### config.mk
export PLATFORM = sky130hd
export DESIGN_NAME = peripheral_bus_arbiter
export DESIGN_NICKNAME = d
export VERILOG_FILES = /design/src/rtl/peripheral_bus_pkg.sv /design/src/rtl/peripheral_rr_picker.sv /design/src/rtl/peripheral_bus_arbiter.sv
export SDC_FILE = /design/constraint.sdc
export NUM_CORES = 1
export LEC_CHECK = 0
export ABC_AREA = 0
export CORE_MARGIN = 2
export CORE_UTILIZATION = 57
export CTS_BUF_LIST = sky130_fd_sc_hd__clkbuf_8
export CTS_CLUSTER_SIZE = 10
export DETAILED_ROUTE_END_ITERATION = 8
export PLACE_DENSITY = 0.79
export SLEW_MARGIN = 40
export SYNTH_ARGS = -nofsm -noshare
export SYNTH_HDL_FRONTEND = slang
export SYNTH_HIERARCHICAL = 1
export SYNTH_SLANG_ARGS = --single-unit
### constraint.sdc
create_clock -name sig_clock -period 6.1 [get_ports sig_clock]
set_clock_uncertainty 0.2 [all_clocks]
set_input_delay 0.61 -clock sig_clock [delete_from_list [all_inputs] [get_ports sig_clock]]
set_output_delay 0.61 -clock sig_clock [all_outputs]
set_load 0.05 [all_outputs]
### src/rtl/peripheral_bus_pkg.sv
// Shared types and default constants for the peripheral bus arbiter.
package peripheral_bus_pkg;

    typedef enum logic [1:0] {
        IDLE    = 2'd0,
        GRANTED = 2'd1,
        XFER    = 2'd2
    } bus_state_t;

    localparam int DEF_NUM_MASTERS   = 16;
    localparam int DEF_START_TIMEOUT = 4;
    localparam int DEF_WAIT_TIMEOUT  = 16;

    // Index width that stays legal for a single-master build.
    function automatic int idx_width(input int n);
        return (n > 1) ? $clog2(n) : 1;
    endfunction

endpackage

### src/rtl/peripheral_rr_picker.sv
// Combinational round-robin picker: first requester after last_winner, wrapping.
module peripheral_rr_picker
    import peripheral_bus_pkg::*;
#(
    parameter int NUM_MASTERS = DEF_NUM_MASTERS,
    parameter int IW          = idx_width(NUM_MASTERS)
) (
    input  logic [NUM_MASTERS-1:0] request,
    input  logic [IW-1:0]          last_winner,
    output logic [NUM_MASTERS-1:0] winner,
    output logic [IW-1:0]          index,
    output logic                   valid
);

    logic [IW-1:0] cand;

    always_comb begin
        winner = '0;
        index  = '0;
        valid  = 1'b0;
        cand   = '0;
        // Offset NUM_MASTERS lands back on last_winner, so it is tried last.
        for (int k = 1; k <= NUM_MASTERS; k++) begin
            cand = IW'((int'(last_winner) + k) % NUM_MASTERS);
            if (!valid && request[cand]) begin
                valid        = 1'b1;
                index        = cand;
                winner[cand] = 1'b1;
            end
        end
    end

endmodule

### src/rtl/peripheral_bus_arbiter.sv
// Round-robin bus arbiter with start timeout, wait timeout and registered grant.
module peripheral_bus_arbiter
    import peripheral_bus_pkg::*;
#(
    parameter int NUM_MASTERS   = DEF_NUM_MASTERS,
    parameter int START_TIMEOUT = DEF_START_TIMEOUT,
    parameter int WAIT_TIMEOUT  = DEF_WAIT_TIMEOUT
) (
    input  logic                                  sig_clock,
    input  logic                                  sig_reset,
    input  logic [NUM_MASTERS-1:0]                sig_request,
    input  logic                                  sig_start,
    input  logic                                  sig_bip,
    input  logic                                  sig_wait,
    output logic [NUM_MASTERS-1:0]                sig_grant,
    output logic [idx_width(NUM_MASTERS)-1:0]     grant_id,
    output logic                                  sig_error
);

    localparam int IW  = idx_width(NUM_MASTERS);
    localparam int SCW = $clog2(START_TIMEOUT + 1);
    localparam int WCW = $clog2(WAIT_TIMEOUT + 1);

    bus_state_t             state, state_n;
    logic [NUM_MASTERS-1:0] grant_n;
    logic [IW-1:0]          id_n;
    logic [IW-1:0]          last_winner, last_winner_n;
    logic [SCW-1:0]         start_cnt, start_cnt_n;
    logic [WCW-1:0]         wait_cnt, wait_cnt_n;
    logic                   error_n;

    logic [NUM_MASTERS-1:0] pick_onehot;
    logic [IW-1:0]          pick_idx;
    logic                   pick_valid;
    logic                   owner_req;

    peripheral_rr_picker #(
        .NUM_MASTERS (NUM_MASTERS),
        .IW          (IW)
    ) u_picker (
        .request     (sig_request),
        .last_winner (last_winner),
        .winner      (pick_onehot),
        .index       (pick_idx),
        .valid       (pick_valid)
    );

    assign owner_req = sig_request[grant_id];

    always_ff @(posedge sig_clock) begin
        if (!sig_reset) begin
            state       <= IDLE;
            sig_grant   <= '0;
            grant_id    <= '0;
            sig_error   <= 1'b0;
            start_cnt   <= '0;
            wait_cnt    <= '0;
            last_winner <= IW'(NUM_MASTERS - 1);
        end else begin
            state       <= state_n;
            sig_grant   <= grant_n;
            grant_id    <= id_n;
            sig_error   <= error_n;
            start_cnt   <= start_cnt_n;
            wait_cnt    <= wait_cnt_n;
            last_winner <= last_winner_n;
        end
    end

    always_comb begin
        state_n       = state;
        grant_n       = sig_grant;
        id_n          = grant_id;
        last_winner_n = last_winner;
        start_cnt_n   = start_cnt;
        wait_cnt_n    = wait_cnt;
        error_n       = 1'b0;

        unique case (state)
            IDLE: begin
                // Grant is low for this whole cycle, giving the turnaround gap.
                grant_n     = '0;
                id_n        = '0;
                start_cnt_n = '0;
                wait_cnt_n  = '0;
                if (pick_valid) begin
                    grant_n       = pick_onehot;
                    id_n          = pick_idx;
                    last_winner_n = pick_idx;
                    state_n       = GRANTED;
                end
            end
            GRANTED: begin
                if (sig_start) begin
                    state_n    = XFER;
                    wait_cnt_n = '0;
                end else if (!owner_req || start_cnt == SCW'(START_TIMEOUT - 1)) begin
                    state_n = IDLE;
                    grant_n = '0;
                    id_n    = '0;
                end else begin
                    start_cnt_n = start_cnt + 1'b1;
                end
            end
            XFER: begin
                if (!sig_wait) begin
                    wait_cnt_n = '0;
                    if (!sig_bip) begin
                        state_n = IDLE;
                        grant_n = '0;
                        id_n    = '0;
                    end
                end else if (wait_cnt == WCW'(WAIT_TIMEOUT - 1)) begin
                    wait_cnt_n = WCW'(WAIT_TIMEOUT);
                    error_n    = 1'b1;
                    state_n    = IDLE;
                    grant_n    = '0;
                    id_n       = '0;
                end else begin
                    wait_cnt_n = wait_cnt + 1'b1;
                end
            end
            default: begin
                state_n = IDLE;
                grant_n = '0;
                id_n    = '0;
            end
        endcase
    end

endmodule

==> results.md <==
- Status: completed
- Slew of the pin with the lowest slew margin: slightly below 0.9 ns
- Distinct cells, synth: 83
- Post-synth ARST share: 0%
- CTS tree: built
- Post-Syn Area: 6106 sq um
- Starting density of the core: 58.88%
- Post-CTS sizing: 0
- DR iter-0 viols: 1263
- DIE HEIGHT: ~110 um
- Via count: 7619
- Total track usage: between 40% and 50%
- Layout cells sized above 1: 13.02%
- # Post-CTS Setup Buffers: 0
- First-pass GRT wire length: 39310 um
- Final critical-path required period: 5.326 ns
- Die ar.: 11560 sq um
- Endpoint arrival time on the critical path: 5.36 ns
- Required time of the worst setup path: 6.14 ns
- Site row count: 37
- Avg Synthesized Cell Area: 7.365 sq um
- CTS root buf: clkbuf_8
- Total CTS buffers: 5
- Setup crit end kind: flip-flop
- RSZ-0062 raised after global routing: false
- Setup violators final: 0
- Post-synthesis sequential area ratio: 11.48%
- Initial antenna violation count: 0
- Yosys reg bits: 35
- RD Place Congestion: approximately 1.2
- Yosys synthesis warning count: 6
- Synth Instances: between 800 and 900
- CP Launch Type: flip-flop
- Wire length on met2: 10900 um
- Post-DRT Antenna Nets: 0
- Clock Latency Late Sink: a little under 0.3 ns
- M1 wire length: 9170 um
- Worst setup path class: flip-flop to flip-flop
- Clk sinks: 35
- Inserted Diodes: 0
- Most frequent cells in the layout: nand2_1 (123), a21oi_1 (85), nand3_1 (54)
- CORE AREA: a little over 10000 sq um
- Largest net degree at the start of global routing: 40
- Post-detailed-route DRC marker count: 0
- Vias/cell: 7.767
- Main synth FF type: dfxtp_1
- GRT overflow: 0
- Initial DRT Pass Iterations: 9
- Die width: 107.5 um
- Rel. slew slack: 40.56%
- Hpwl dp: 18860 um
- Final Hold Viols: 0
- Htree depth: 2
- Port Buffer Count: between 40 and 50
- Vias in the first global route: 6965
- Nets: ~890
- Pins over their slew limit: 0
- Fmax achieved: 187.7 MHz
- Post-Route WL: 25690 um
- Worst hold path class: flip-flop to flip-flop
- WL met3: between 3000 and 4000 um
- Max_cap viols: 0
- Routed len/inst: approximately 26 um
- Clk slew on worst S/H paths: 0.07 ns
- DR top layer: met4
- EDFF count, synth: 0
- I/O Pins: 42
- Synth Net Count: between 800 and 900
- Setup tns final: 0 ns
- CTS Buffer Depth: 2
- Most common cell after layout, fill and taps aside: nand2_1
- Area grow syn2layout: 10.08%
- # hold bufs at CTS: 0
- Max FO, Critical Path: 34
- Final worst path period share: a little under 90%
synthesized netlist by cell type, types with 17 or more instances:
library cell / count / area, sq um
nor2_1: 48 / 180.2
nand2_1: 123 / 461.7
nor3_1: 20 / 100.1
mux4_2: 27 / 608.1
nand4_1: 18 / 112.6
ha_1: 20 / 250.2
clkbuf_1: 42 / 157.7
nand3_1: 54 / 270.3
a21oi_1: 85 / 425.4
mux2_2: 17 / 191.4
o21ai_0: 33 / 165.2
dfxtp_1: 35 / 700.7
inv_1: 20 / 75.07
o211a_1: 21 / 210.2
metrics by stage:
step	util (%)	instances	hold slack [ns]	area (sq um)	worst slack [ns]
2_1_floorplan	-	829	0.2716	6106	0.7600
3_3_place_gp	63.86	973	0.2853	6623	0.7059
3_5_place_dp	64.01	973	0.3058	6638	0.8113
4_1_cts	64.79	981	0.3217	6719	0.9274
5_1_grt	64.82	981	0.3460	6721	0.4101
6_report	64.82	981	0.3218	6721	0.7736
state kept, by name, indices dropped and copies added (netlist names):
| register | cells |
|---|---|
| last_winner | 4 |
| state | 2 |
| start_cnt | 3 |
| sig_grant | 16 |
| grant_id | 4 |
| wait_cnt | 5 |
| sig_error | 1 |
worst max-delay path, cell delays in order (launching register included):
cell,delay (ns)
dfxtp_1,0.33
buf_4,0.40
ha_1,0.27
xor2_1,0.49
mux4_2,0.46
a32oi_1,0.50
nand3_1,0.45
buf_4,0.32
nor4_4,0.42
nand2_1,0.23
a31oi_1,0.37
nand2_1,0.11
nand4_1,0.21
a21oi_1,0.13
a21oi_1,0.20
o211a_1,0.17
cells by family after synthesis:
group / count (synthesis) / share of synthesized area, %
fa+ha+maj: 20 / 4.098
simple gates: 347 / 29.75
mux: 62 / 16.45
buf+inv: 85 / 6.086
flops: 35 / 11.48
xor+xnor: 19 / 2.725
compound gates: 261 / 29.41
area by class of cell:
cell class	instances	area [sq um]
Clock inverter	3	12.51
Timing Repair Buffer	71	630.6
Tap cell	136	170.2
Clock buffer	5	68.82
Multi-Input combinational cell	709	5055
Sequential cell	35	701.9
Inverter	22	82.58
Fill cell	891	3649
layer usage:
layer | GRT usage (%) | up-vias
met5 | 0 | -
met4 | 23.53 | 0
met3 | 10.71 | 174
met2 | 65.86 | 739
met1 | 57.49 | 3477
li1 | - | 3229
worst paths after layout:
check	startpoint	slack, ns	to	cells after the start
worst min register to register	wait_cnt[3]$_SDFFE_PN0P_	0.32	wait_cnt[3]$_SDFFE_PN0P_	2
worst min-delay path	wait_cnt[3]$_SDFFE_PN0P_	0.32	wait_cnt[3]$_SDFFE_PN0P_	2
worst max-delay path	last_winner[0]$_SDFFE_PN1P_	0.77	sig_grant[11]$_SDFFE_PN0P_	15
worst max register to register	last_winner[0]$_SDFFE_PN1P_	0.77	sig_grant[11]$_SDFFE_PN0P_	15
Power is not shown: default switching activity piles up to over one toggle a cycle in this logic, so the estimate is an artifact.
